$ cat config.mk
export PLATFORM = sky130hd
export DESIGN_NAME = saw_receiver_fsm
export DESIGN_NICKNAME = d
export VERILOG_FILES = /design/src/rtl/saw_pkg.sv /design/src/rtl/saw_sat_counter.sv /design/src/rtl/saw_receiver_fsm.sv
export SDC_FILE = /design/constraint.sdc
export NUM_CORES = 1
export LEC_CHECK = 0
export BUFFER_PORTS_ARGS = -buffer_cell sky130_fd_sc_hd__buf_2
export CAP_MARGIN = 20
export CORE_MARGIN = 4
export CORE_UTILIZATION = 55
export CTS_CLUSTER_SIZE = 12
export DETAILED_ROUTE_END_ITERATION = 16
export PLACE_DENSITY_LB_ADDON = 0.25
export SLEW_MARGIN = 20
export SYNTH_ARGS = -nofsm -noshare
export SYNTH_HDL_FRONTEND = slang
export SYNTH_SLANG_ARGS = --single-unit
$ cat constraint.sdc
create_clock -name clk -period 3.4 [get_ports clk]
set_input_delay 0.34 -clock clk [delete_from_list [all_inputs] [get_ports clk]]
set_output_delay 0.34 -clock clk [all_outputs]
set_load 0.01 [all_outputs]
$ cat src/rtl/saw_pkg.sv
// Shared Stop-and-Wait definitions: state codes, action-strobe bit positions
// and the default sequence-number width (also used by the transmitter).
package saw_pkg;

   localparam int SEQ_W_DEF = 1;

   localparam int OUT_EXTRACT = 3;
   localparam int OUT_DELIVER = 2;
   localparam int OUT_ACK     = 1;
   localparam int OUT_DISCARD = 0;

   typedef enum logic [2:0] {
      S_IDLE    = 3'd0,
      S_EXTRACT = 3'd1,
      S_DELIVER = 3'd2,
      S_ACK     = 3'd3,
      S_DUP     = 3'd4,
      S_DISCARD = 3'd5
   } saw_state_t;

endpackage

$ cat src/rtl/saw_sat_counter.sv
// Saturating up-counter used for the receiver statistics; sticks at all ones.
module saw_sat_counter #(
   parameter int CNT_W = 8
) (
   input  logic             clk,
   input  logic             rstn,
   input  logic             inc,
   output logic [CNT_W-1:0] cnt
);

   always_ff @(posedge clk or negedge rstn) begin
      if (!rstn)
         cnt <= '0;
      else if (inc && (cnt != {CNT_W{1'b1}}))
         cnt <= cnt + 1'b1;
   end

endmodule

$ cat src/rtl/saw_receiver_fsm.sv
// Stop-and-Wait ARQ receiver: accepts in-order frames, delivers them to the
// network layer, ACKs with the next expected number and re-ACKs duplicates.
module saw_receiver_fsm
   import saw_pkg::*;
#(
   parameter int SEQ_W  = SEQ_W_DEF,
   parameter int OUT_BW = 4,
   parameter int CNT_W  = 8
) (
   input  logic              clk,
   input  logic              rstn,
   input  logic              frame_valid,
   input  logic              frame_err,
   input  logic [SEQ_W-1:0]  frame_seq,
   input  logic              deliver_ready,
   output logic [2:0]        state,
   output logic [OUT_BW-1:0] out,
   output logic [SEQ_W-1:0]  ack_seq,
   output logic [SEQ_W-1:0]  rn,
   output logic [CNT_W-1:0]  good_cnt,
   output logic [CNT_W-1:0]  dup_cnt,
   output logic [CNT_W-1:0]  err_cnt
);

   saw_state_t state_q;
   logic       inc_good, inc_dup, inc_err;
   logic       idle_take;

   assign state     = state_q;
   // Frames are only sampled in idle; anything arriving elsewhere is dropped.
   assign idle_take = (state_q == S_IDLE) && frame_valid;
   assign inc_err   = idle_take && frame_err;
   assign inc_dup   = idle_take && !frame_err && (frame_seq != rn);
   assign inc_good  = (state_q == S_DELIVER) && deliver_ready;

   always_ff @(posedge clk or negedge rstn) begin
      if (!rstn) begin
         state_q <= S_IDLE;
         rn      <= '0;
      end else begin
         case (state_q)
            S_IDLE: begin
               if (frame_valid) begin
                  if (frame_err)
                     state_q <= S_DISCARD;
                  else if (frame_seq == rn)
                     state_q <= S_EXTRACT;
                  else
                     state_q <= S_DUP;
               end
            end
            S_EXTRACT: state_q <= S_DELIVER;
            S_DELIVER: begin
               if (deliver_ready) begin
                  rn      <= rn + 1'b1;
                  state_q <= S_ACK;
               end
            end
            S_ACK, S_DUP, S_DISCARD: state_q <= S_IDLE;
            default: state_q <= S_IDLE;
         endcase
      end
   end

   // Moore decode from the state register, so reset forces every strobe low.
   always_comb begin
      out     = '0;
      ack_seq = '0;
      case (state_q)
         S_EXTRACT: out[OUT_EXTRACT] = 1'b1;
         S_DELIVER: out[OUT_DELIVER] = 1'b1;
         S_ACK: begin
            out[OUT_ACK] = 1'b1;
            ack_seq      = rn;
         end
         S_DUP: begin
            out[OUT_ACK]     = 1'b1;
            out[OUT_DISCARD] = 1'b1;
            ack_seq          = rn;
         end
         S_DISCARD: out[OUT_DISCARD] = 1'b1;
         default: ;
      endcase
   end

   saw_sat_counter #(.CNT_W(CNT_W)) u_good (.clk(clk), .rstn(rstn), .inc(inc_good), .cnt(good_cnt));
   saw_sat_counter #(.CNT_W(CNT_W)) u_dup  (.clk(clk), .rstn(rstn), .inc(inc_dup),  .cnt(dup_cnt));
   saw_sat_counter #(.CNT_W(CNT_W)) u_err  (.clk(clk), .rstn(rstn), .inc(inc_err),  .cnt(err_cnt));

endmodule

==> results by group, run 1 <==
Power and ir drop
  – Leak: 0.822 nW
  – P per Cell Area: 722 mW/mm²
  – Worst IR Drop VDD: 0.575 mV
  – Final Power: 0.00118 W

Final layout
  – FILL cells: 183
  – Layout Area Growth over Synthesis: 18.1%
  – Multi-input combinational cell area: 659 µm²
  – Number of diodes: 0
  – Storage element area: 701 µm²
  – Layout cells sized above 1: 31.4%
  – Fin util: 70.9%
  – Nets: 169

Synthesis
  – Synth area leader: dfrtp_1
  – Top cells by count, synth: 28 x dfrtp_1, 11 x xnor2_1, 8 x nand2_1, 8 x xor2_1
  – Post-synth EDFFs: 0
  – Synthesized flop and latch total: 28
  – Syn. warnings: 0
  – Main area contributors after synthesis: dfrtp_1 51%, xnor2_1 7.0%, xor2_1 5.1%
  – Synth top area share: 50.8%
  – Mapped Cells: 118
  – Ys flop type: dfrtp_1
  – Cell area after synthesis: 0.00138 mm²
  – Share of async-settable or async-resettable flops after synthesis: 100%
  – Yosys cell types: 34
  – Syn nets: 127
  – Count leader, synth: dfrtp_1
  – Post-Syn Area per Cell: 11.7 µm²
  – Post-synthesis sequential area ratio: 50.8%

Clocking
  – Htree depth: 1
  – Resized cells post-CTS: 0
  – Cts hold-fix bufs: 0
  – Number of buffers created by CTS: 3
  – CTS tree: yes
  – Post CTS Setup Buffer Count: 0
  – Clk sink count: 28
  – CTS max path bufs: 2
  – Clk_lat worst skew: 0.33 ns
  – Clk slew on worst S/H paths: 0.14 ns
  – Root Driver: clkbuf_4

Run
  – Max cap viols: 0

Critical path
  – Critical path class: register to register
  – Startpoint Class: register
  – Crit-path max FO: 11
  – WP data arrival: 2.30 ns
  – CP endpoint kind: register
  – Critical Path RT: 3.63 ns

Global route
  – Vias in the first global route: 1082
  – Largest net degree at the start of global routing: 29
  – Total grt overflow: 0
  – GRT Total Usage: 18.3%
  – Initial antenna violation count: 0
  – Global-route wire length before repair: 4800 µm

Die
  – # IOs: 39
  – Row cnt: 17
  – Die width: 58.1 µm
  – Die area: 0.00337 mm²
  – Die Y: 58.1 µm
  – Initial Util: 60.0%
  – Core area: 0.00230 mm²

Outcome
  – Status: finished with violations
  – Failing checks: negative hold slack

Place
  – Dpl hpwl: 2060 µm
  – Placer Congestion: 0.763
  – Number of buffers added on ports: 38

STA
  – Max-slew violations: 0
  – Fin Setup TNS: 0 ns
  – Slew of the pin with the lowest slew margin: 0.601 ns
  – RSZ-0062 raised after global routing: no
  – F_max: 484 MHz
  – Clock skew: 0.00385 ns
  – Final hold vios: 16
  – Slew headroom: 60.0%
  – # setup viols final: 0
  – Worst hold slack: -0.00392 ns
  – Final min period: 2.06 ns
  – Fin crit share: 60.7%

Detailed routing
  – Iter 0 DRT Violations: 28
  – DR vias: 1080
  – Detailed-router iteration count before antenna repair: 4
  – Vias per cell: 5.78
  – Avg WL per Cell: 15.0 µm
  – DRT met1 WL: 1240 µm
  – Met2 routed WL: 1300 µm
  – Remaining DRCs: 0
  – Top sig layer: met4
  – WL final: 2800 µm
  – Antenna Violating Nets Remaining: 0
  – WL met3: 189 µm

Min path
  – Hold/Removal Path Class: primary input to async pin
==> layer usage <==
metal	track usage (%)	vias to the layer above
met2	29.8	38
met3	5.12	6
met1	22.5	521
met4	8.28	0
met5	0	-
li1	-	515
==> cell usage in the layout, fill, tap and decap left out, types with 2 or more instances in the layout <==
cell	netlist	final
ha_1	3	3
nor3_1	2	2
xnor2_1	11	11
nand2_1	8	8
nor3b_1	2	2
mux2_1	2	2
and3_1	6	6
a31oi_1	5	5
nand4_1	6	6
nor2_1	2	2
nor2b_1	2	2
nand3_1	3	3
clkbuf_4	0	3
xor2_1	8	8
o21ai_0	2	2
buf_2	0	38
inv_1	2	2
dfrtp_1	28	28
and4_1	3	3
nand2b_1	2	2
a21oi_1	6	6
==> worst max-delay path, cell delays in order (launching register included) <==
cell and delay (ns):
dfrtp_1 0.51, or4b_4 0.62, a311oi_2 0.46, mux2_1 0.37
==> state kept, by name (all words and copies together) (netlist names) <==
name,flops
u_err.cnt,8
u_dup.cnt,8
u_good.cnt,8
rn,1
state,3
==> power by group <==
part	leakage [nW]	switching, W	internal (W)	total [W]
Combinational	0.436	0.000234	0.000217	0.000451
Sequential	0.365	0.000136	0.000429	0.000565
Clock	0.0210	0.0000944	0.0000656	0.000160
Total	0.822	0.000464	0.000711	0.00118
==> cells by family (layout without fill, tap and decap cells) <==
group	count (synthesis)	after routing	share of synthesized area (%)
simple gates	44	44	20.5
flops	28	28	50.8
xor+xnor	19	19	12.1
compound gates	18	18	10.1
fa+ha+maj	3	3	2.72
mux	3	3	2.45
buf+inv	3	44	1.36
==> area by class of cell <==
class | instances | share of cell area [%]
clock buffers | 4 | 2.23
inverters | 2 | 0.461
flip-flops and latches | 28 | 43.0
multi-input cells | 87 | 40.5
well taps | 28 | 2.15
repair buffers | 38 | 11.7
==> stage by stage <==
stage | cells | setup slack (ns) | instance area [µm²]
after floorplan | 118 | 1.40 | 1380
after global placement | 183 | 1.43 | 1590
after detailed placement | 183 | 1.37 | 1590
after CTS | 187 | 1.34 | 1630
after global routing | 187 | 1.23 | 1630
final | 187 | 1.34 | 1630
==> worst paths after layout <==
check                                          from                        end  slack, ns  cells past startpoint
setup / recovery               state[1]$_DFFE_PN0P_   u_err.cnt[1]$_DFFE_PN0P_       1.34                      3
hold / removal                                 rstn  u_good.cnt[4]$_DFFE_PN0P_     -0.004                      1
setup reg to reg               state[1]$_DFFE_PN0P_   u_err.cnt[1]$_DFFE_PN0P_       1.34                      3
hold reg to reg            u_dup.cnt[7]$_DFFE_PN0P_   u_dup.cnt[7]$_DFFE_PN0P_       0.51                      1
max in group asynchronous                      rstn   u_err.cnt[5]$_DFFE_PN0P_       3.02                      1
min in group clk                      deliver_ready       state[0]$_DFFE_PN0P_       0.31                      3
(Power assumes the default switching activity.)
==> run 2, diff against run 1 <==
CORE_UTILIZATION = 46   (was 55)
clock period = 1.71 ns   (was 3.4 ns; I/O delays follow)
==> run 2 against run 1 <==
Net effect: the run ends with negative setup slack left; sequential power is 79% higher; register-to-register slack worse by 1.5 ns; cell area is 15% higher; worst hold slack better by 0.15 ns; wire length is 5.5% higher; critical path type unchanged; sequential share of layout area is 5.6 points lower; global-route usage is 2.1 points lower; via count is 4.7% higher; die area is 17% higher; highest routed layer unchanged; core utilization is 4.2 points lower; clock power is 110% higher; non-clock buffer count is 24 higher.
==> results by group, run 2 (same netlist as run 1, synthesis figures left out) <==
Place
  – Placer Congestion: 0.762 (-0.21%)
  – DP Cell Count: 206 (+13%)
  – Dpl hpwl: 2220 µm (+8.0%)
  – Number of buffers added on ports: 38 (unchanged)
  – DP Area: 0.00176 mm² (+11%)

Critical path
  – Startpoint Class: register
  – CP endpoint kind: register
  – WP buf/inv: 1 (+1)
  – Slowest stage delay, CP: 0.59 ns (-0.03 ns)
  – WP data arrival: 2.15 ns (-0.15 ns)
  – Critical path class: register to register
  – Crit-path max FO: 4 (-7)
  – R2r setup slk: -0.17 ns (-1.50 ns)
  – Delay-heaviest family, CP: simple AND/OR/NAND/NOR gates
  – Crit-path slowest cell: or4b_4
  – Critical Path RT: 1.98 ns (-1.65 ns)
  – Crit path cell chain: or4b_4, or3_4, buf_4, nor3_4, xor2_1

Final layout
  – Number of diodes: 0 (unchanged)
  – Storage element area: 701 µm² (unchanged)
  – Most frequent cells in the layout: 38 x buf_2, 28 x dfrtp_1, 20 x buf_4, 11 x xnor2_1, 8 x xor2_1
  – Largest regs: u_dup.cnt x8, u_err.cnt x8, u_good.cnt x8
  – Multi-input combinational cell area: 704 µm² (+6.8%)
  – Final Cell Area: 0.00187 mm² (+15%)
  – Layout cells sized above 1: 44.3% (+13 points)
  – Layout Area Growth over Synthesis: 35.8%
  – Commonest non-fill, non-tap cell in the layout: buf_2
  – Nets: 193 (+14%)
  – FILL cells: 227 (+24%)
  – Fin util: 66.7% (-4.2 points)
  – Layout Cells excl Fill: 214 (+14%)

Detailed routing
  – WL final: 2960 µm (+5.5%)
  – Vias per cell: 5.29 (-8.5%)
  – Antenna Violating Nets Remaining: 0 (unchanged)
  – Avg WL per Cell: 13.8 µm (-7.8%)
  – Detailed-router iteration count before antenna repair: 4 (unchanged)
  – Remaining DRCs: 0 (unchanged)
  – Iter 0 DRT Violations: 68 (+140%)
  – DR vias: 1131 (+4.7%)

Clocking
  – Clk_lat worst skew: 0.33 ns (about the same)
  – Clk sink count: 28 (unchanged)
  – Clk slew on worst S/H paths: 0.15 ns (about the same)
  – Root Driver: clkbuf_4
  – Htree depth: 1 (unchanged)
  – Number of buffers created by CTS: 3 (unchanged)
  – CTS max path bufs: 2 (unchanged)
  – CTS tree: yes

Power and ir drop
  – Leak: 0.959 nW (+17%)
  – Worst IR Drop VDD: 0.938 mV (+63%)
  – P per Cell Area: 1420 mW/mm² (+97%)

STA
  – Worst hold slack: 0.143 ns (+0.147 ns)
  – Final hold vios: 0 (-16)
  – Clock skew: 0.00211 ns (-0.00174 ns)
  – Fin Setup TNS: -1.13 ns (-1.13 ns)
  – Max-slew violations: 0 (unchanged)
  – Fin crit share: 110% (+49 points)
  – F_max: 533 MHz (+10%)
  – RSZ-0062 raised after global routing: yes
  – Slew headroom: 58.1% (-1.9 points)
  – Final WS setup: -0.166 ns (-1.50 ns)
  – Slew of the pin with the lowest slew margin: 0.629 ns (+0.0283 ns)
  – Final min period: 1.88 ns (-0.188 ns)
  – # setup viols final: 12 (+12)

Die
  – Core area: 0.00281 mm² (+22%)
  – # IOs: 39 (unchanged)
  – Row cnt: 19 (+2)
  – Initial Util: 49.2% (-11 points)
  – Die width: 62.8 µm (+8.1%)
  – Die area: 0.00394 mm² (+17%)
  – Die Y: 62.8 µm (+8.1%)

Outcome
  – Failing checks: negative setup slack
  – Status: finished with violations

Global route
  – Largest net degree at the start of global routing: 29 (unchanged)
  – Vias in the first global route: 1127 (+4.2%)
  – GRT Total Usage: 16.3% (-2.1 points)
  – Initial antenna violation count: 0 (unchanged)
  – Total grt overflow: 0 (unchanged)
  – Global-route wire length before repair: 5250 µm (+9.3%)

Min path
  – Hold/Removal Path Class: primary input to register

Run
  – Max cap viols: 0 (unchanged)
## run 2: cell count changes in the layout (fill, tap and decap cells not counted), sizes merged
cell / change
buf: +23
dlygate4sd3: +1
## run 2: final timing paths
| path | start | endpoint | depth (start not counted) |
|---|---|---|---|
| worst max-delay path | state[2]$_DFFE_PN0P_ | u_dup.cnt[4]$_DFFE_PN0P_ | 5 |
| worst min-delay path | deliver_ready | state[0]$_DFFE_PN0P_ | 3 |
| worst max register to register | state[2]$_DFFE_PN0P_ | u_dup.cnt[4]$_DFFE_PN0P_ | 5 |
| worst min register to register | u_dup.cnt[7]$_DFFE_PN0P_ | u_dup.cnt[7]$_DFFE_PN0P_ | 1 |
| max in group asynchronous | rstn | u_err.cnt[7]$_DFFE_PN0P_ | 2 |
| min in group asynchronous | rstn | u_dup.cnt[7]$_DFFE_PN0P_ | 2 |
## run 2: cell type report
cell class | instances | share of cell area (%)
repair buffers | 62 | 20.5
well taps | 31 | 2.07
inverters | 2 | 0.401
clock buffers | 4 | 1.94
multi-input cells | 87 | 37.6
flip-flops and latches | 28 | 37.4
## run 2: stage by stage
stage	worst slack, ns	total power (W)
2_1_floorplan	-0.289	0.00167
3_3_place_gp	-0.136	0.00221
3_5_place_dp	-0.180	0.00226
4_1_cts	-0.179	0.00262
5_1_grt	-0.261	0.00286
6_report	-0.166	0.00266
## run 2: repair_timing
action                     CTS  global route
hold buffers                 1             0
buffers inserted             2             1
hold endpoints to repair    28             0
setup endpoints to repair   11            17
gates resized for setup      2            12
pin swaps                   11             9
## run 2: worst reg2reg max path, stage by stage, from the launching register on
cell	delay, ns
dfrtp_1	0.41
or4b_4	0.59
or3_4	0.43
buf_4	0.15
nor3_4	0.10
xor2_1	0.15
## run 2: where the power goes
part	internal, W	switching (W)	total (W)	leakage (nW)
clock	0.000131	0.000198	0.000329	0.0210
sequential	0.000854	0.000158	0.00101	0.365
combinational	0.000666	0.000651	0.00132	0.573
total	0.00165	0.00101	0.00266	0.959
## run 2: routing by layer
layer | track usage (%) | routed length (µm) | up-vias
met3 | 2.52 | 149 | 3
li1 | - | - | 563
met5 | 0 | 0 | -
met4 | 5.23 | 31 | 0
met2 | 24.2 | 1290 | 35
met1 | 24.1 | 1490 | 530
